--- src/rtl/wb_byte_bridge_pkg.sv ---
// Shared FSM states, status codes and command fields
// for the byte-serial to Wishbone bridge.
package wb_byte_bridge_pkg;

  typedef enum logic [3:0] {
    S_CMD  = 4'd0,
    S_ADR0 = 4'd1,
    S_ADR1 = 4'd2,
    S_D0   = 4'd3,
    S_D1   = 4'd4,
    S_D2   = 4'd5,
    S_D3   = 4'd6,
    S_BUS  = 4'd7,
    S_STAT = 4'd8,
    S_RD0  = 4'd9,
    S_RD1  = 4'd10,
    S_RD2  = 4'd11,
    S_RD3  = 4'd12
  } state_t;

  localparam logic [7:0] STATUS_OK      = 8'h00;
  localparam logic [7:0] STATUS_TIMEOUT = 8'h01;

  localparam int CMD_WE_BIT = 7;

endpackage

--- src/rtl/wb_byte_bridge.sv ---
// Byte stream host to classic Wishbone master: cmd, addr, data in;
// status (+ read data) out. Ports: clk/rst_n, in_*, out_*, wb_*, busy.
module wb_byte_bridge #(
  parameter int ADR_W   = 14,
  parameter int TIMEOUT = 255
) (
  input  logic             clk,
  input  logic             rst_n,
  input  logic             in_valid,
  input  logic [7:0]       in_data,
  output logic             in_ready,
  output logic             out_valid,
  output logic [7:0]       out_data,
  input  logic             out_ready,
  output logic             wb_CYC,
  output logic             wb_STB,
  output logic             wb_WE,
  output logic [ADR_W-1:0] wb_ADR,
  output logic [3:0]       wb_SEL,
  output logic [31:0]      wb_DAT_MOSI,
  input  logic [31:0]      wb_DAT_MISO,
  input  logic             wb_ACK,
  output logic             busy
);

  import wb_byte_bridge_pkg::*;

  localparam logic [7:0] TO_LAST = 8'(TIMEOUT - 1);

  state_t             r_state;
  state_t             w_next;
  logic               r_we;
  logic [3:0]         r_sel;
  logic [ADR_W-1:0]   r_adr;
  logic [31:0]        r_dat;
  logic [7:0]         r_cnt;
  logic               r_to;
  logic               w_in_fire;
  logic               w_out_fire;
  logic               w_expire;

  assign w_in_fire  = in_valid & in_ready;
  assign w_out_fire = out_valid & out_ready;
  assign w_expire   = (r_cnt >= TO_LAST);

  always_ff @(posedge clk or negedge rst_n) begin
    if (!rst_n) r_state <= S_CMD;
    else        r_state <= w_next;
  end

  always_comb begin
    w_next = r_state;
    unique case (r_state)
      S_CMD:  if (w_in_fire) w_next = S_ADR0;
      S_ADR0: if (w_in_fire) w_next = S_ADR1;
      S_ADR1:
        if (w_in_fire) w_next = r_we ? S_D0 : S_BUS;
      S_D0:   if (w_in_fire) w_next = S_D1;
      S_D1:   if (w_in_fire) w_next = S_D2;
      S_D2:   if (w_in_fire) w_next = S_D3;
      S_D3:   if (w_in_fire) w_next = S_BUS;
      // ACK takes priority over an expiring counter
      S_BUS:
        if (wb_ACK || w_expire) w_next = S_STAT;
      S_STAT:
        if (w_out_fire)
          w_next = (!r_we && !r_to) ? S_RD0 : S_CMD;
      S_RD0:  if (w_out_fire) w_next = S_RD1;
      S_RD1:  if (w_out_fire) w_next = S_RD2;
      S_RD2:  if (w_out_fire) w_next = S_RD3;
      S_RD3:  if (w_out_fire) w_next = S_CMD;
      default: w_next = S_CMD;
    endcase
  end

  always_comb begin
    in_ready  = 1'b0;
    out_valid = 1'b0;
    out_data  = 8'h00;
    wb_CYC    = 1'b0;
    wb_STB    = 1'b0;
    busy      = (r_state != S_CMD);
    unique case (r_state)
      S_CMD, S_ADR0, S_ADR1,
      S_D0, S_D1, S_D2, S_D3:
        in_ready = 1'b1;
      S_BUS: begin
        wb_CYC = 1'b1;
        wb_STB = 1'b1;
      end
      S_STAT: begin
        out_valid = 1'b1;
        out_data  = r_to ? STATUS_TIMEOUT : STATUS_OK;
      end
      S_RD0, S_RD1, S_RD2, S_RD3: begin
        out_valid = 1'b1;
        out_data  = r_dat[7:0];
      end
      default: ;
    endcase
  end

  // r_dat shifts right: write bytes enter at the top so D0
  // ends at [7:0]; read bytes leave from [7:0].
  always_ff @(posedge clk or negedge rst_n) begin
    if (!rst_n) begin
      r_we  <= 1'b0;
      r_sel <= 4'h0;
      r_adr <= '0;
      r_dat <= 32'h0;
      r_cnt <= 8'h0;
      r_to  <= 1'b0;
    end else begin
      if (r_state != S_BUS) r_cnt <= 8'h0;
      unique case (r_state)
        S_CMD: if (w_in_fire) begin
          r_we  <= in_data[CMD_WE_BIT];
          r_sel <= in_data[3:0];
        end
        S_ADR0: if (w_in_fire) r_adr[7:0] <= in_data;
        S_ADR1: if (w_in_fire)
          r_adr[ADR_W-1:8] <= in_data[ADR_W-9:0];
        S_D0, S_D1, S_D2, S_D3:
          if (w_in_fire) r_dat <= {in_data, r_dat[31:8]};
        S_BUS: begin
          if (wb_ACK) begin
            r_to <= 1'b0;
            if (!r_we) r_dat <= wb_DAT_MISO;
          end else if (w_expire) begin
            r_to <= 1'b1;
          end
          if (r_cnt != 8'hFF) r_cnt <= r_cnt + 8'd1;
        end
        S_RD0, S_RD1, S_RD2, S_RD3:
          if (w_out_fire) r_dat <= {8'h00, r_dat[31:8]};
        default: ;
      endcase
    end
  end

  assign wb_WE       = r_we;
  assign wb_ADR      = r_adr;
  assign wb_SEL      = r_sel;
  assign wb_DAT_MOSI = r_dat;

endmodule

--- config.mk ---
export PLATFORM = sky130hd
export DESIGN_NAME = wb_byte_bridge
export DESIGN_NICKNAME = d
export VERILOG_FILES = /design/src/rtl/wb_byte_bridge_pkg.sv /design/src/rtl/wb_byte_bridge.sv
export SDC_FILE = /design/constraint.sdc
export NUM_CORES = 1
export LEC_CHECK = 0
export BUFFER_PORTS_ARGS = -buffer_cell sky130_fd_sc_hd__clkbuf_2
export CAP_MARGIN = 20
export CORE_ASPECT_RATIO = 0.5
export CORE_MARGIN = 5
export CORE_UTILIZATION = 35
export CTS_CLUSTER_DIAMETER = 100
export DETAILED_ROUTE_END_ITERATION = 7
export SLEW_MARGIN = 5
export SYNTH_ARGS = -nofsm -noshare
export SYNTH_HDL_FRONTEND = slang
export SYNTH_SLANG_ARGS = --single-unit
--- constraint.sdc ---
create_clock -name clk -period 2.23 [get_ports clk]
set_input_delay 0.223 -clock clk [delete_from_list [all_inputs] [get_ports clk]]
set_output_delay 0.223 -clock clk [all_outputs]
set_load 0.03 [all_outputs]
==> flow_summary.toml <==
[worst_hold_path]
holdPathEnd = "r_to"
worstHoldStart = "wb_ACK"
hold_path_class = "primary input to flip-flop"
holdPathStages = 2

[clock_tree]
clk_path_buf_depth = 2
cts_tree = "built"
htree_levels = 3
cts_hold_buffers = 1
clk_latency_ns = 0.32
cts_resized = 0
cts_buffers = 9
cts.clk_slew.worst_paths_ns = 0.05
cts_sinks = 64
cts_setup_buffers = 0
cts_root_buf = "clkbuf_16"

[die]
die_x_um = 146
die_area_um2 = 11400
core_um2 = 8860
rows = 24
die-height_um = 78.1
start_util_pct = 36.6
io_pins = 109

[pwr]
powerDensity_nw_per_um2 = 1620
finalPower_w = 0.00680
ir_drop_mv = 0.488
leakagePower_nw = 2.12

[routing]
via_per_inst = 4.75
drt-total-wl_um = 7990
drc_errors = 0
ant_nets = 0
first_pass_iters = 4
vias = 2634
drtIter0Drc = 83
wire_per_inst_um = 14.4

[cells_and_area]
drive_gt1_share_pct = 35.6
utilization_pct = 47.5
nets = 482
layoutNonFillerInstCount = 555
synthToLayoutAreaGrowth_pct = 29.7
diodes = 0
num-fill-cells = 860
multi_input_area_um2 = 1510
seq_area_um2 = 1600

[yosys]
synth.avg_cell_area_um2 = 10.0
synth.most_common_cell = "nand2_1"
syn_nets = 370
synth_area_um2 = 3240
synth_edf_count = 0
synth.distinct_cells = 41
synth_top_cells_by_count = "nand2_1 (96), dfrtp_1 (64), mux2_1 (30), mux2_2 (22)"
ys_seq_area_share_pct = 49.4
syn_inst = 323
synth_top_area_cell = "dfrtp_1"
synth-main-ff-cell = "dfrtp_1"
synth_top_area_share_pct = 49.4
yosysWarnings = 0
async_reset_ff_share_pct = 100
synth.area.top_cells = "dfrtp_1 (49%), nand2_1 (11%), mux2_1 (10%), mux2_2 (7.6%), o21ai_0 (2.0%)"
synth-seq-cells = 64

[timing]
post-route-period-util_pct = 94.4
setup_viol = 0
max_freq_mhz = 475
slew_headroom_pct = 57.8
finalMaxSlewViolations = 0
rsz0062_at_grt = "false"
skew_ns = 0.00333
tns_ns = 0
hold_viol = 0
final.setup.worst_slack_ns = 0.126
period_minus_slack_ns = 2.10
worstMarginPinSlew_ns = 0.616

[worst_setup_path]
max_stage_delay_ns = 0.40
slowest_stage = "dfrtp_1"
cp_data_arrival_time_ns = 1.88
timing.critical_path.required_ns = 2.01
crit_type = "flip-flop to output pin"
cp-end-kind = "output pin"
start_kind = "flip-flop"
r2r_cells = 5
rrSetupSlack_ns = 0.27
cp_max_fo = 15
r2r-start = "r_state[1]"
r2r_end = "r_state[0]"
worstSetupStartpoint = "r_state[1]"
path_cells = "or3_1 -> and3_1 -> buf_4 -> and2_1 -> clkbuf_2"

[global_route]
grt_pass1_wl_um = 13400
grt_pass1_vias = 2619
grt_util_all_layers_pct = 14.5
grt_max_degree = 65
antenna_found_initial = 0
overflow = 0

[placed_design]
pre_cts_ws_ns = 0.286
routabilityCongestion = 0.768
io_buffers = 108
dp.cells = 540
hpwl_um = 5870

[run]
drv_cap = 0

[status]
status = "finished, final reports clean"
## stage by stage
step | instance area [um2] | hold slack [ns]
6_report | 4210 | 0.125
3_5_place_dp | 3940 | 0.268
3_3_place_gp | 3940 | 0.263
4_1_cts | 4210 | 0.116
2_1_floorplan | 3240 | -0.0726
5_1_grt | 4210 | 0.111
## critical path: cells and delay by family (launching register included)
kind,cells,cell delay (ns)
flip-flops,1,0.40
AND/OR/NAND/NOR,3,0.79
buffers and inverters,2,0.38
## placed cells by master, fill, tap and decap left out, types with 2 or more instances in the layout
master	n
nand4b_1	2
mux2_2	22
mux2_1	30
xnor2_1	3
and3_1	2
nand3_1	2
nand3b_1	3
clkbuf_16	9
o21ai_0	13
and2_1	9
buf_4	11
a211oi_1	5
a21oi_1	7
nand2_1	96
ha_1	2
nor2_1	7
buf_12	2
dfrtp_1	64
nor3_1	5
inv_1	5
clkbuf_1	3
a31oi_1	4
clkbuf_2	107
o211ai_1	2
nor2b_1	2
## logic make-up (layout without fill, tap and decap cells)
group	count (synthesis)	in the layout	share of synthesized area (%)
AND/OR/NAND/NOR	133	133	17.9
adder cells (fa/ha/maj)	3	3	1.08
XOR/XNOR	3	3	0.810
AO/OA/AOI/OAI	40	40	8.41
multiplexers	53	53	18.4
buffers and inverters	27	142	4.09
flip-flops	64	64	49.4
## final cells by class
| cell class | count | share of cell area (%) |
|---|---|---|
| flip-flops and latches | 64 | 38.1 |
| inverters | 6 | 0.535 |
| clock buffers | 13 | 5.95 |
| well taps | 117 | 3.48 |
| repair buffers | 122 | 16.0 |
| multi-input cells | 232 | 35.9 |
| clock inverters | 1 | 0.119 |
## how the worst max path moves through the flow
stage                                 to  slack (ns)
after floorplan           wb_DAT_MOSI[0]        0.23
after global placement        r_state[0]        0.27
after detailed placement      r_state[0]        0.29
after CTS                    out_data[6]        0.12
after global routing         out_data[6]        0.02
final                        out_data[6]        0.13
## state kept, by name, indices dropped and copies added, names as in the netlist
| name | cells |
|---|---|
| r_state | 4 |
| r_cnt | 8 |
| r_to | 1 |
| wb_SEL | 4 |
| wb_ADR | 14 |
| wb_WE | 1 |
| wb_DAT_MOSI | 32 |
## power by group
| group | leakage (nW) | internal [W] | total [W] | switching, W |
|---|---|---|---|---|
| sequential | 0.792 | 0.00170 | 0.00208 | 0.000382 |
| clock | 0.126 | 0.000767 | 0.00121 | 0.000441 |
| combinational | 1.20 | 0.00132 | 0.00351 | 0.00219 |
| total | 2.12 | 0.00378 | 0.00680 | 0.00302 |
## metal layers
layer	track usage, %	share of wire, %	vias up	wire length [um]
li1	-	-	1337	-
met1	17.0	44	1240	3490
met2	25.1	50	53	4010
met3	5.64	5.4	4	431
met4	4.22	0.76	0	61
met5	0	0	-	0
Power figures use the tool's default switching activity.
